$ cat src/rtl/alarm_ring.sv
// Alarm sequencer: detects the alarm minute, rings a gated 1 kHz beep, supports stop/snooze
// and auto-timeouts for both ringing and snoozing.
module alarm_ring #(
    parameter int TIME_1S    = 50_000_000,
    parameter int TONE_HALF  = 25_000,
    parameter int RING_SEC   = 60,
    parameter int SNOOZE_SEC = 300
) (
    input  logic       clk,
    input  logic       rst,
    input  logic [3:0] sec_l,
    input  logic [3:0] sec_h,
    input  logic [3:0] min_l,
    input  logic [3:0] min_h,
    input  logic [3:0] hour_l,
    input  logic [3:0] hour_h,
    input  logic [3:0] alarm_min_l,
    input  logic [3:0] alarm_min_h,
    input  logic [3:0] alarm_hour_l,
    input  logic [3:0] alarm_hour_h,
    input  logic [1:0] adjust,
    input  logic       alarm_en,
    input  logic       stop_key,
    input  logic       snooze_key,
    output logic       beep,
    output logic       ringing,
    output logic       snoozing
);

    localparam int PRE_W   = (TIME_1S > 2) ? $clog2(TIME_1S) : 1;
    localparam int TONE_W  = (TONE_HALF > 2) ? $clog2(TONE_HALF) : 1;
    localparam int SEC_MAX = (RING_SEC > SNOOZE_SEC) ? RING_SEC : SNOOZE_SEC;
    localparam int SEC_W   = ($clog2(SEC_MAX + 1) > 9) ? $clog2(SEC_MAX + 1) : 9;

    localparam logic [PRE_W-1:0]  PRE_MAX    = PRE_W'(TIME_1S - 1);
    localparam logic [PRE_W-1:0]  PRE_HALF   = PRE_W'(TIME_1S / 2);
    localparam logic [TONE_W-1:0] TONE_MAX   = TONE_W'(TONE_HALF - 1);
    localparam logic [SEC_W-1:0]  RING_LAST  = SEC_W'(RING_SEC - 1);
    localparam logic [SEC_W-1:0]  SNZ_LAST   = SEC_W'(SNOOZE_SEC - 1);

    localparam logic [1:0] IDLE   = 2'd0;
    localparam logic [1:0] RING   = 2'd1;
    localparam logic [1:0] SNOOZE = 2'd2;

    logic [1:0]        state, state_nx;
    logic [PRE_W-1:0]  pre_cnt, pre_nx;
    logic [SEC_W-1:0]  sec_cnt, sec_nx;
    logic [TONE_W-1:0] tone_cnt, tone_cnt_nx;
    logic              tone, tone_nx;
    logic              beep_nx;
    logic              match, match_r, match_d, match_rise;
    logic [1:0]        rst_pipe;
    logic              pre_wrap, ring_done, snooze_done, stay_active;

    // The comparator output is registered before edge detection, so ringing
    // follows the time inputs by two cycles.
    assign match = ({hour_h, hour_l, min_h, min_l} ==
                    {alarm_hour_h, alarm_hour_l, alarm_min_h, alarm_min_l}) &&
                   (sec_h == 4'd0) && (sec_l == 4'd0) && (adjust == 2'd0) && alarm_en;

    // rst_pipe masks the edge detector until the match pipeline holds real
    // post-reset samples, so a match held across reset release never fires.
    assign match_rise  = match_r & ~match_d & ~rst_pipe[1];
    assign pre_wrap    = (pre_cnt == PRE_MAX);
    assign ring_done   = pre_wrap && (sec_cnt == RING_LAST);
    assign snooze_done = pre_wrap && (sec_cnt == SNZ_LAST);

    always_comb begin
        state_nx = state;
        case (state)
            IDLE:    if (match_rise) state_nx = RING;
            RING: begin
                if (!alarm_en || stop_key) state_nx = IDLE;
                else if (snooze_key)       state_nx = SNOOZE;
                else if (ring_done)        state_nx = IDLE;
            end
            SNOOZE: begin
                if (!alarm_en || stop_key) state_nx = IDLE;
                else if (snooze_done)      state_nx = RING;
            end
            default: state_nx = IDLE;
        endcase
    end

    // NOTE: every always_comb output gets a default first so no path can infer a latch.
    always_comb begin
        stay_active = (state_nx == state) && (state != IDLE);
        pre_nx      = '0;
        sec_nx      = '0;
        tone_cnt_nx = '0;
        tone_nx     = 1'b0;
        if (stay_active) begin
            pre_nx = pre_wrap ? '0 : pre_cnt + 1'b1;
            sec_nx = pre_wrap ? sec_cnt + 1'b1 : sec_cnt;
        end
        if (stay_active && (state == RING)) begin
            tone_cnt_nx = (tone_cnt == TONE_MAX) ? '0 : tone_cnt + 1'b1;
            tone_nx     = (tone_cnt == TONE_MAX) ? ~tone : tone;
        end
        // Built from next-cycle values so beep never lingers after leaving RING.
        beep_nx = (state_nx == RING) && tone_nx && (pre_nx < PRE_HALF);
    end

    always_ff @(posedge clk) begin
        if (rst) begin
            state    <= IDLE;
            pre_cnt  <= '0;
            sec_cnt  <= '0;
            tone_cnt <= '0;
            tone     <= 1'b0;
            beep     <= 1'b0;
            match_r  <= 1'b0;
            match_d  <= 1'b0;
            rst_pipe <= 2'b11;
        end else begin
            state    <= state_nx;
            pre_cnt  <= pre_nx;
            sec_cnt  <= sec_nx;
            tone_cnt <= tone_cnt_nx;
            tone     <= tone_nx;
            beep     <= beep_nx;
            match_r  <= match;
            match_d  <= match_r;
            rst_pipe <= {rst_pipe[0], 1'b0};
        end
    end

    assign ringing  = (state == RING);
    assign snoozing = (state == SNOOZE);

endmodule

$ cat config.mk
export PLATFORM = sky130hd
export DESIGN_NAME = alarm_ring
export DESIGN_NICKNAME = d
export VERILOG_FILES = /design/src/rtl/alarm_ring.sv
export SDC_FILE = /design/constraint.sdc
export NUM_CORES = 1
export LEC_CHECK = 0
export ABC_CLOCK_PERIOD_IN_PS = 2290
export BUFFER_PORTS_ARGS = -buffer_cell sky130_fd_sc_hd__buf_2
export CAP_MARGIN = 20
export CORE_MARGIN = 4
export CORE_UTILIZATION = 49
export DETAILED_ROUTE_END_ITERATION = 6
export HOLD_SLACK_MARGIN = 0.08
export PLACE_DENSITY = 0.78
export SYNTH_ARGS = -nofsm -noshare
export SYNTH_HDL_FRONTEND = slang
export SYNTH_SLANG_ARGS = --single-unit
$ cat constraint.sdc
create_clock -name clk -period 2.29 [get_ports clk]
set_clock_uncertainty 0.05 [all_clocks]
set_input_delay 0.229 -clock clk [delete_from_list [all_inputs] [get_ports clk]]
set_output_delay 0.229 -clock clk [all_outputs]
set_load 0.01 [all_outputs]
==> flow_summary.ini, run 1 <==
[run_status]
status = completed

[timing]
worst_slew_pin_slew_ps = 436
setup_ws_ps = 101
setup_viol = 0
setup_tns_ps = 0
drv_slew = 0
fin_crit_ps = 2190
max_freq_ghz = 0.457
max_slew_margin = 0.705
hold_violations = 0
rsz0062_at_grt = yes
fin_crit_sh = 0.956

[routing]
wirelength_um = 6250
top_layer_used = met4
drt-initial-drc-count = 141
route.detailed.drc = 0
wl_met3_um = 269
wirelength_met1_um = 2730
first_pass_iters = 4
vias_per_cell = 5.29
wl_per_cell_um = 12.4
dr_wl_met2_um = 3180
num_vias = 2657
antenna_left = 0

[critical_path]
path_class = reg -> reg
timing.rr.end = tone_cnt[2]
regToRegSetupSlack_ps = 100
cp-end-kind = flop
regToRegStartpoint = pre_cnt[0]
arrival_ps = 2410
worstSetupStartpointType = flop
reg2reg_depth = 7
cp_max_fo = 14
required_ps = 2510

[floorplan]
initial_core_util = 0.508
rows = 28
die-area_mm2 = 0.00750
die_h_um = 86.6
io_pins = 50
core_mm2 = 0.00596
die_w_um = 86.6

[placement]
gp_congestion = 0.857
pre_cts_ws_ps = -42.3
placedCellCount = 485
io_buffer_count = 49
hpwlAfterDp_um = 4740

[grt]
grt_pass1_vias = 2651
grt_usage = 0.181
grt_max_degree = 24
grt_overflow_total = 0
grt_pass1_wl_um = 11100
grt_antenna_before_repair = 0

[clock_network]
path_clk_slew_ps = 70
cts_tree = built
cts_root_buf = clkbuf_8
clockBufferDepth = 2
cts_sinks = 58
cts-buffers-inserted = 9
clk_latency_ps = 340
cts_max_level = 3

[layout]
fin_nets = 472
layout-drive-gt1-share = 0.220
fin_util = 0.614
diodes = 0
syn2layout_area_growth_pct = 20.9
layout.cells.non_filler = 502

[yosys]
synth_common_cells = nor2_1 (65), dfxtp_1 (58), xor2_1 (35)
synthCells = 358
yosysMostFrequentCell = nor2_1
yosysSeqAreaShare = 0.384
synth_area_per_cell_um2 = 8.45
ys_seq_elements = 58
synth.net_count = 408
synthTopCellsByArea = dfxtp_1 (38%), xor2_1 (10%), nor2_1 (8.1%)
synth_ff_type = dfxtp_1
async_flop_share = 0
synth_edf_count = 0
syn_area_mm2 = 0.00303
post_synth_num_cell_types = 55
yosysTopAreaCellShare = 0.384
yosys_warnings = 0
yosysTopAreaCell = dfxtp_1

[pwr]
p_comb_frac = 0.036
ir_drop_v = 0.000459
leakage_nw = 1.31
seqPwrFrac = 0.476
p_sw_frac = 0.216
power_density_mw_per_mm2 = 580
p_sw_uw = 459
internal_power_mw = 1.67
clock_power_share = 0.488

[min_path]
worst_hold_path.endpoint = match_r
holdPathStages = 4
holdCritStartpoint = adjust[1]
min-delay-path-class = in -> reg

[run]
cap_violations = 0
stage by stage:
step           instance area [um2]  total power, mW  hold WS [ps]
6_report                      3660             2.12           133
5_1_grt                       3660             2.21           146
4_1_cts                       3640             2.15           125
3_5_place_dp                  3410             1.11           352
3_3_place_gp                  3410             1.11           345
2_1_floorplan                 3030             1.06           207
critical path: stages, from the launching register on:
cell	delay (ps)
dfxtp_2	340
ha_1	230
and3_1	210
nand2_1	170
nor4_4	80
a311o_2	420
or3b_4	470
nor2_1	140
area by class of cell:
type                       instances  area [um2]
fill                             526        2300
multi-input combinational        275        1760
clock buffer                       9         124
inverter                          11        41.3
tap                               75        93.8
sequential                        58        1160
timing repair buffer              67         383
clock inverter                     7        93.8
worst max path at each step:
stage	startpoint	depth (start not counted)	end	slack, ps
6_report	pre_cnt[0]	7	tone_cnt[2]	100
5_1_grt	pre_cnt[0]	7	tone_cnt[1]	-2
4_1_cts	pre_cnt[0]	7	pre_cnt[14]	40
3_5_place_dp	pre_cnt[0]	7	tone_cnt[2]	-40
3_3_place_gp	pre_cnt[0]	7	tone_cnt[2]	50
2_1_floorplan	pre_cnt[0]	10	tone_cnt[10]	10
state kept, by name (all words and copies together), names as in the netlist:
name and count:
tone_cnt 15, pre_cnt 26, state 2, tone 1
match_r 1, sec_cnt 9, beep 1, match_d 1
rst_pipe 2
what timing repair did:
action / CTS / global route
pin swaps: 0 / 1
setup endpoints to repair: 14 / 30
endpoints found under the hold margin: 1 / 0
setup buffers: 0 / 0
gates resized for setup: 1 / 4
hold buffers: 1 / 0
per-layer routing:
metal  track usage  vias up
met3        0.0561       10
li1              -     1375
met2         0.314       51
met5             0        -
met1         0.218     1221
met4        0.0439        0
logic make-up after synthesis:
kind of cell / Yosys count / synth area share
buffers and inverters: 25 / 0.0401
and+or+nand+nor: 179 / 0.307
muxes: 1 / 0.00331
adders and majority gates: 3 / 0.0124
AOI/OAI and AO/OA: 30 / 0.0744
DFF: 58 / 0.384
xor gates and xnor gates: 62 / 0.179
cell usage in the layout, fill, tap and decap left out, types with 2 or more instances in the layout:
cell and instances:
nor2_1 65, dfxtp_1 57, buf_2 49, xor2_1 35
xnor2_1 27, nand2_1 22, nand3_1 17, buf_4 17
nand4_1 16, and3_1 12, inv_1 11, nor3_1 10
clkbuf_8 9, nor4_1 8, a21oi_1 7, and4_1 6
nor4b_1 3, ha_1 3, nor2b_1 2, o32ai_1 2
and2_1 2, a211oi_1 2, or3_1 2, nor4_2 2
o21bai_1 2, o21ai_0 2, clkinvlp_4 2, clkinv_2 2
bufinv_16 2
power by group through the flow:
stage | Combinational [mW] | Clock (mW) | Sequential, mW
2_1_floorplan | 0.0280 | 0 | 1.03
3_3_place_gp | 0.0733 | 0 | 1.03
3_5_place_dp | 0.0759 | 0 | 1.03
4_1_cts | 0.0776 | 1.06 | 1.01
5_1_grt | 0.0857 | 1.11 | 1.01
6_report | 0.0768 | 1.04 | 1.01
(Power assumes the default switching activity.)
==> run 2, diff against run 1 <==
BUFFER_PORTS_ARGS = -buffer_cell sky130_fd_sc_hd__buf_4   (was -buffer_cell sky130_fd_sc_hd__buf_2)
==> run 2 against run 1 <==
Global-route usage rose by 0.27 points. Critical path type unchanged. Largest cell class unchanged. Sequential power about the same. Worst setup slack improved by 38 ps. Via count up 1.6%. Final cell count rose by 0.80%. Count of clock-buffer cells in the layout is 2 higher. Flip-flop and latch count unchanged. Clock power is essentially flat. Utilization grew 2.4 points. Combinational power rose by 29%. Highest routed layer unchanged. Die area did not move. First-iteration DRC count fell by 4.3%.
==> flow_summary.ini, run 2 (synthesis gave the netlist of run 1 again) <==
[critical_path]
timing.rr.end = tone_cnt[7]
reg2reg_depth = 7
path_class = reg -> reg
cp-end-kind = flop
required_ps = 2500
cp_max_fo = 14
regToRegStartpoint = pre_cnt[1]
arrival_ps = 2370
worstSetupStartpointType = flop
regToRegSetupSlack_ps = 140

[timing]
max_slew_margin = 0.730
rsz0062_at_grt = no
hold_violations = 0
setup_tns_ps = 0
fin_crit_ps = 2150
fin_crit_sh = 0.939
max_freq_ghz = 0.465
drv_slew = 0
setup_viol = 0
worst_slew_pin_slew_ps = 399

[floorplan]
core_mm2 = 0.00596
io_pins = 50
die_w_um = 86.6
die_h_um = 86.6
rows = 28
initial_core_util = 0.508
die-area_mm2 = 0.00750

[placement]
io_buffer_count = 49
hpwlAfterDp_um = 5040
gp_congestion = 0.860
place_area_mm2 = 0.00355

[layout]
final_common_cell = buf_4
fin_nets = 476
fillers = 507
largest_register_ffs = 26
largest_register = pre_cnt
reg_top3 = pre_cnt: 26 flops, tone_cnt: 15 flops, sec_cnt: 9 flops
diodes = 0
syn2layout_area_growth_pct = 25.6
fin_util = 0.638
final_area_mm2 = 0.00380
layout-drive-gt1-share = 0.220
final_cell_mix = buf_4 (70), nor2_1 (65), dfxtp_1 (57)

[routing]
route.detailed.drc = 0
vias_per_cell = 5.34
wirelength_um = 6560
antenna_left = 0
wl_per_cell_um = 13.0
drt-initial-drc-count = 135
num_vias = 2700
first_pass_iters = 4

[clock_network]
cts_sinks = 58
cts-buffers-inserted = 9
clk_latency_ps = 340
cts_max_level = 3
path_clk_slew_ps = 60
cts_tree = built
clockBufferDepth = 2
cts_root_buf = clkbuf_8

[grt]
grt_pass1_vias = 2610
grt_usage = 0.184
grt_pass1_wl_um = 11100
grt_max_degree = 24
grt_overflow_total = 0
grt_antenna_before_repair = 0

[run]
cap_violations = 0

[min_path]
holdCritStartpoint = sec_l[0]
worst_hold_path.endpoint = match_r
min-delay-path-class = in -> reg
holdPathStages = 4

[run_status]
status = completed

[pwr]
ir_drop_v = 0.000772
power_mw = 2.14
leakage_nw = 1.38
power_density_mw_per_mm2 = 564
-- run 2: cell count changes in the layout (fill, tap and decap cells not counted) --
cell	previous run	this run
clkinvlp_4	2	1
clkbuf_1	0	1
nor4_2	2	0
buf_4	17	70
buf_2	49	0
nor4_1	8	10
clkinv_4	1	0
clkbuf_8	9	10
-- run 2: repair_timing --
action / in CTS / in global routing
gates resized for setup: 1 / 2
pin swaps: 0 / 2
setup buffers: 0 / 2
hold endpoints to repair: 2 / 0
setup endpoints to repair: 4 / 24
hold buffers: 1 / 0
-- run 2: worst max-delay path by stage --
stage	start	to	slack, ps
final	pre_cnt[1]	tone_cnt[7]	140
after global routing	pre_cnt[1]	tone_cnt[9]	2
after CTS	pre_cnt[24]	pre_cnt[24]	40
after detailed placement	pre_cnt[1]	tone_cnt[14]	10
after global placement	pre_cnt[1]	tone_cnt[9]	80
after floorplan	pre_cnt[0]	tone_cnt[10]	10
-- run 2: layer usage --
| layer | routed length [um] | up-vias | track usage |
|---|---|---|---|
| li1 | - | 1384 | - |
| met1 | 2800 | 1244 | 0.213 |
| met2 | 3340 | 62 | 0.309 |
| met3 | 374 | 10 | 0.0789 |
| met5 | 0 | - | 0 |
| met4 | 46 | 0 | 0.0496 |
-- run 2: critical path, cell delays in order, from the launching register on --
cell,delay (ps)
dfxtp_1,330
ha_1,220
and3_1,200
nand2_1,160
nor4_4,80
a311o_2,430
or3b_4,480
nor2_1,140
-- run 2: where the power goes --
group	internal [mW]	switching, mW
registers	1.01	0.000413
clock network	0.638	0.395
logic	0.0678	0.0312
-- run 2: final cells by class --
| class | instances | area (um2) | area share |
|---|---|---|---|
| clock inverters | 5 | 77.6 | 0.0204 |
| flip-flops and latches | 58 | 1160 | 0.306 |
| clock buffers | 11 | 141 | 0.0372 |
| repair buffers | 71 | 536 | 0.141 |
| inverters | 11 | 41.3 | 0.0109 |
| multi-input cells | 275 | 1750 | 0.460 |
| well taps | 75 | 93.8 | 0.0247 |
-- run 2: metrics by stage --
step,instances,hold WS (ps),worst slack [ps]
final,506,126,139
after detailed placement,487,352,12.8
after global routing,506,119,1.55
after floorplan,358,207,12.1
after CTS,504,110,38.9
after global placement,487,351,77.0
==> run 3, diff against run 2 <==
PLACE_DENSITY = not set   (was 0.78)
PLACE_DENSITY_LB_ADDON = 0.08   (was not set)
==> run 3 against run 2 <==
Total power down 6.5%. Die area unchanged. Clock power down 13%. Maximum frequency down 1.6%. Highest routed layer unchanged. Worst hold slack better by 0.93 ps. Final cell count up 0.40%. Largest power group is now registers.
==> flow_summary.ini, run 3 (synthesis gave the netlist of run 1 again) <==
[layout]
largest_register = pre_cnt
syn2layout_area_growth_pct = 26.1
final_cell_mix = buf_4 (72), nor2_1 (65), dfxtp_1 (56)
diodes = 0
layout-drive-gt1-share = 0.236
register_area_mm2 = 0.00117
fillers = 537
final_common_cell = buf_4
multi_input_area_mm2 = 0.00178
fin_nets = 478
final_area_mm2 = 0.00382
reg_top3 = pre_cnt: 26 flops, tone_cnt: 15 flops, sec_cnt: 9 flops
largest_register_ffs = 26
fin_util = 0.641

[critical_path]
cpMaxStageDelayCell = or4_4
worstSetupStartpointType = flop
cp_cell_sequence = inv_1 > or4_4 > nor4_4 > buf_4 > a21oi_1 > o21ai_1 > buf_4 > nor2_1
cp-end-kind = flop
crit_family = simple AND/OR/NAND/NOR gates
path_buf_inv = 3
critical_path.most_common_cell = buf_4
required_ps = 2460
arrival_ps = 2360
path_class = reg -> reg
slowest_delay_ps = 490
cp_max_fo = 12

[floorplan]
io_pins = 50
initial_core_util = 0.508
core_mm2 = 0.00596
rows = 28
die-area_mm2 = 0.00750
die_h_um = 86.6
die_w_um = 86.6

[placement]
pre_cts_ws_ps = -65.0
gp_congestion = 0.815
place_area_mm2 = 0.00357
io_buffer_count = 49
hpwlAfterDp_um = 4870

[routing]
wl_per_cell_um = 12.8
wirelength_um = 6520
drt-initial-drc-count = 116
route.detailed.drc = 0
first_pass_iters = 4
vias_per_cell = 5.28
num_vias = 2681
antenna_left = 0

[timing]
max_slew_margin = 0.702
setup_ws_ps = 105
worst_slew_pin_slew_ps = 440
setup_viol = 0
fin_crit_ps = 2190
max_freq_ghz = 0.458
drv_slew = 0
hold_violations = 0
fin_crit_sh = 0.954

[pwr]
power_density_mw_per_mm2 = 525
ir_drop_v = 0.000417
power_mw = 2.00
leakage_nw = 1.37

[grt]
grt_overflow_total = 0
grt_antenna_before_repair = 0
grt_pass1_vias = 2682
grt_usage = 0.189
grt_pass1_wl_um = 11700
grt_max_degree = 24

[min_path]
min-delay-path-class = in -> reg

[clock_network]
cts-buffers-inserted = 9
clk_latency_ps = 330
clockBufferDepth = 2
cts_tree = built
cts_root_buf = clkbuf_8
cts_max_level = 3
path_clk_slew_ps = 70
cts_sinks = 58

[run_status]
status = completed

[run]
cap_violations = 0
run 3: where the power goes:
part | leakage (nW) | switching (mW) | total, mW | internal (mW)
sequential | 0.469 | 0.000323 | 1.01 | 1.01
combinational | 0.806 | 0.0296 | 0.0974 | 0.0677
clock | 0.0958 | 0.402 | 0.896 | 0.494
total | 1.37 | 0.432 | 2.00 | 1.57
run 3: worst register-to-register path, stage by stage (launching register included):
cell and delay (ps):
dfxtp_1 340, inv_1 80, or4_4 490, nor4_4 410
buf_4 250, a21oi_1 80, o21ai_1 130, buf_4 200
nor2_1 70
run 3: worst paths after layout:
kind / startpoint / endpoint / slack, ps / cells past startpoint
hold / removal: sec_h[0] / match_r / 130 / 4
hold reg to reg: rst_pipe[0] / rst_pipe[1] / 360 / 1
setup reg to reg: pre_cnt[25] / pre_cnt[8] / 100 / 8
setup / recovery: pre_cnt[25] / pre_cnt[8] / 100 / 8
run 3: per-layer routing:
metal / track usage / wire [um] / vias to the layer above
met2: 0.305 / 2940 / 62
met4: 0.0255 / 11 / 0
met5: 0 / 0 / -
met3: 0.0675 / 374 / 2
li1: - / - / 1396
met1: 0.249 / 3190 / 1221
run 3: metrics by stage:
stage	setup TNS, ps	cells	hold slack, ps
floorplan	0	358	207
global placement	0	490	345
detailed placement	-457	490	346
CTS	0	507	120
global route	-2.28	508	136
finish	0	508	126
run 3: layout make-up:
cell class	count	area share
clock inverters	6	0.0151
inverters	11	0.0108
well taps	75	0.0246
multi-input cells	275	0.466
flip-flops and latches	58	0.306
repair buffers	73	0.144
clock buffers	10	0.0334
run 3: timing repair:
| item | in CTS | in global routing |
|---|---|---|
| cloned | 0 | 0 |
| gates resized for setup | 2 | 9 |
| endpoints found under the setup margin | 15 | 35 |
| hold endpoints to repair | 1 | 0 |
| hold buffers | 1 | 0 |
| buffers inserted | 0 | 1 |
| pin swaps | 0 | 3 |
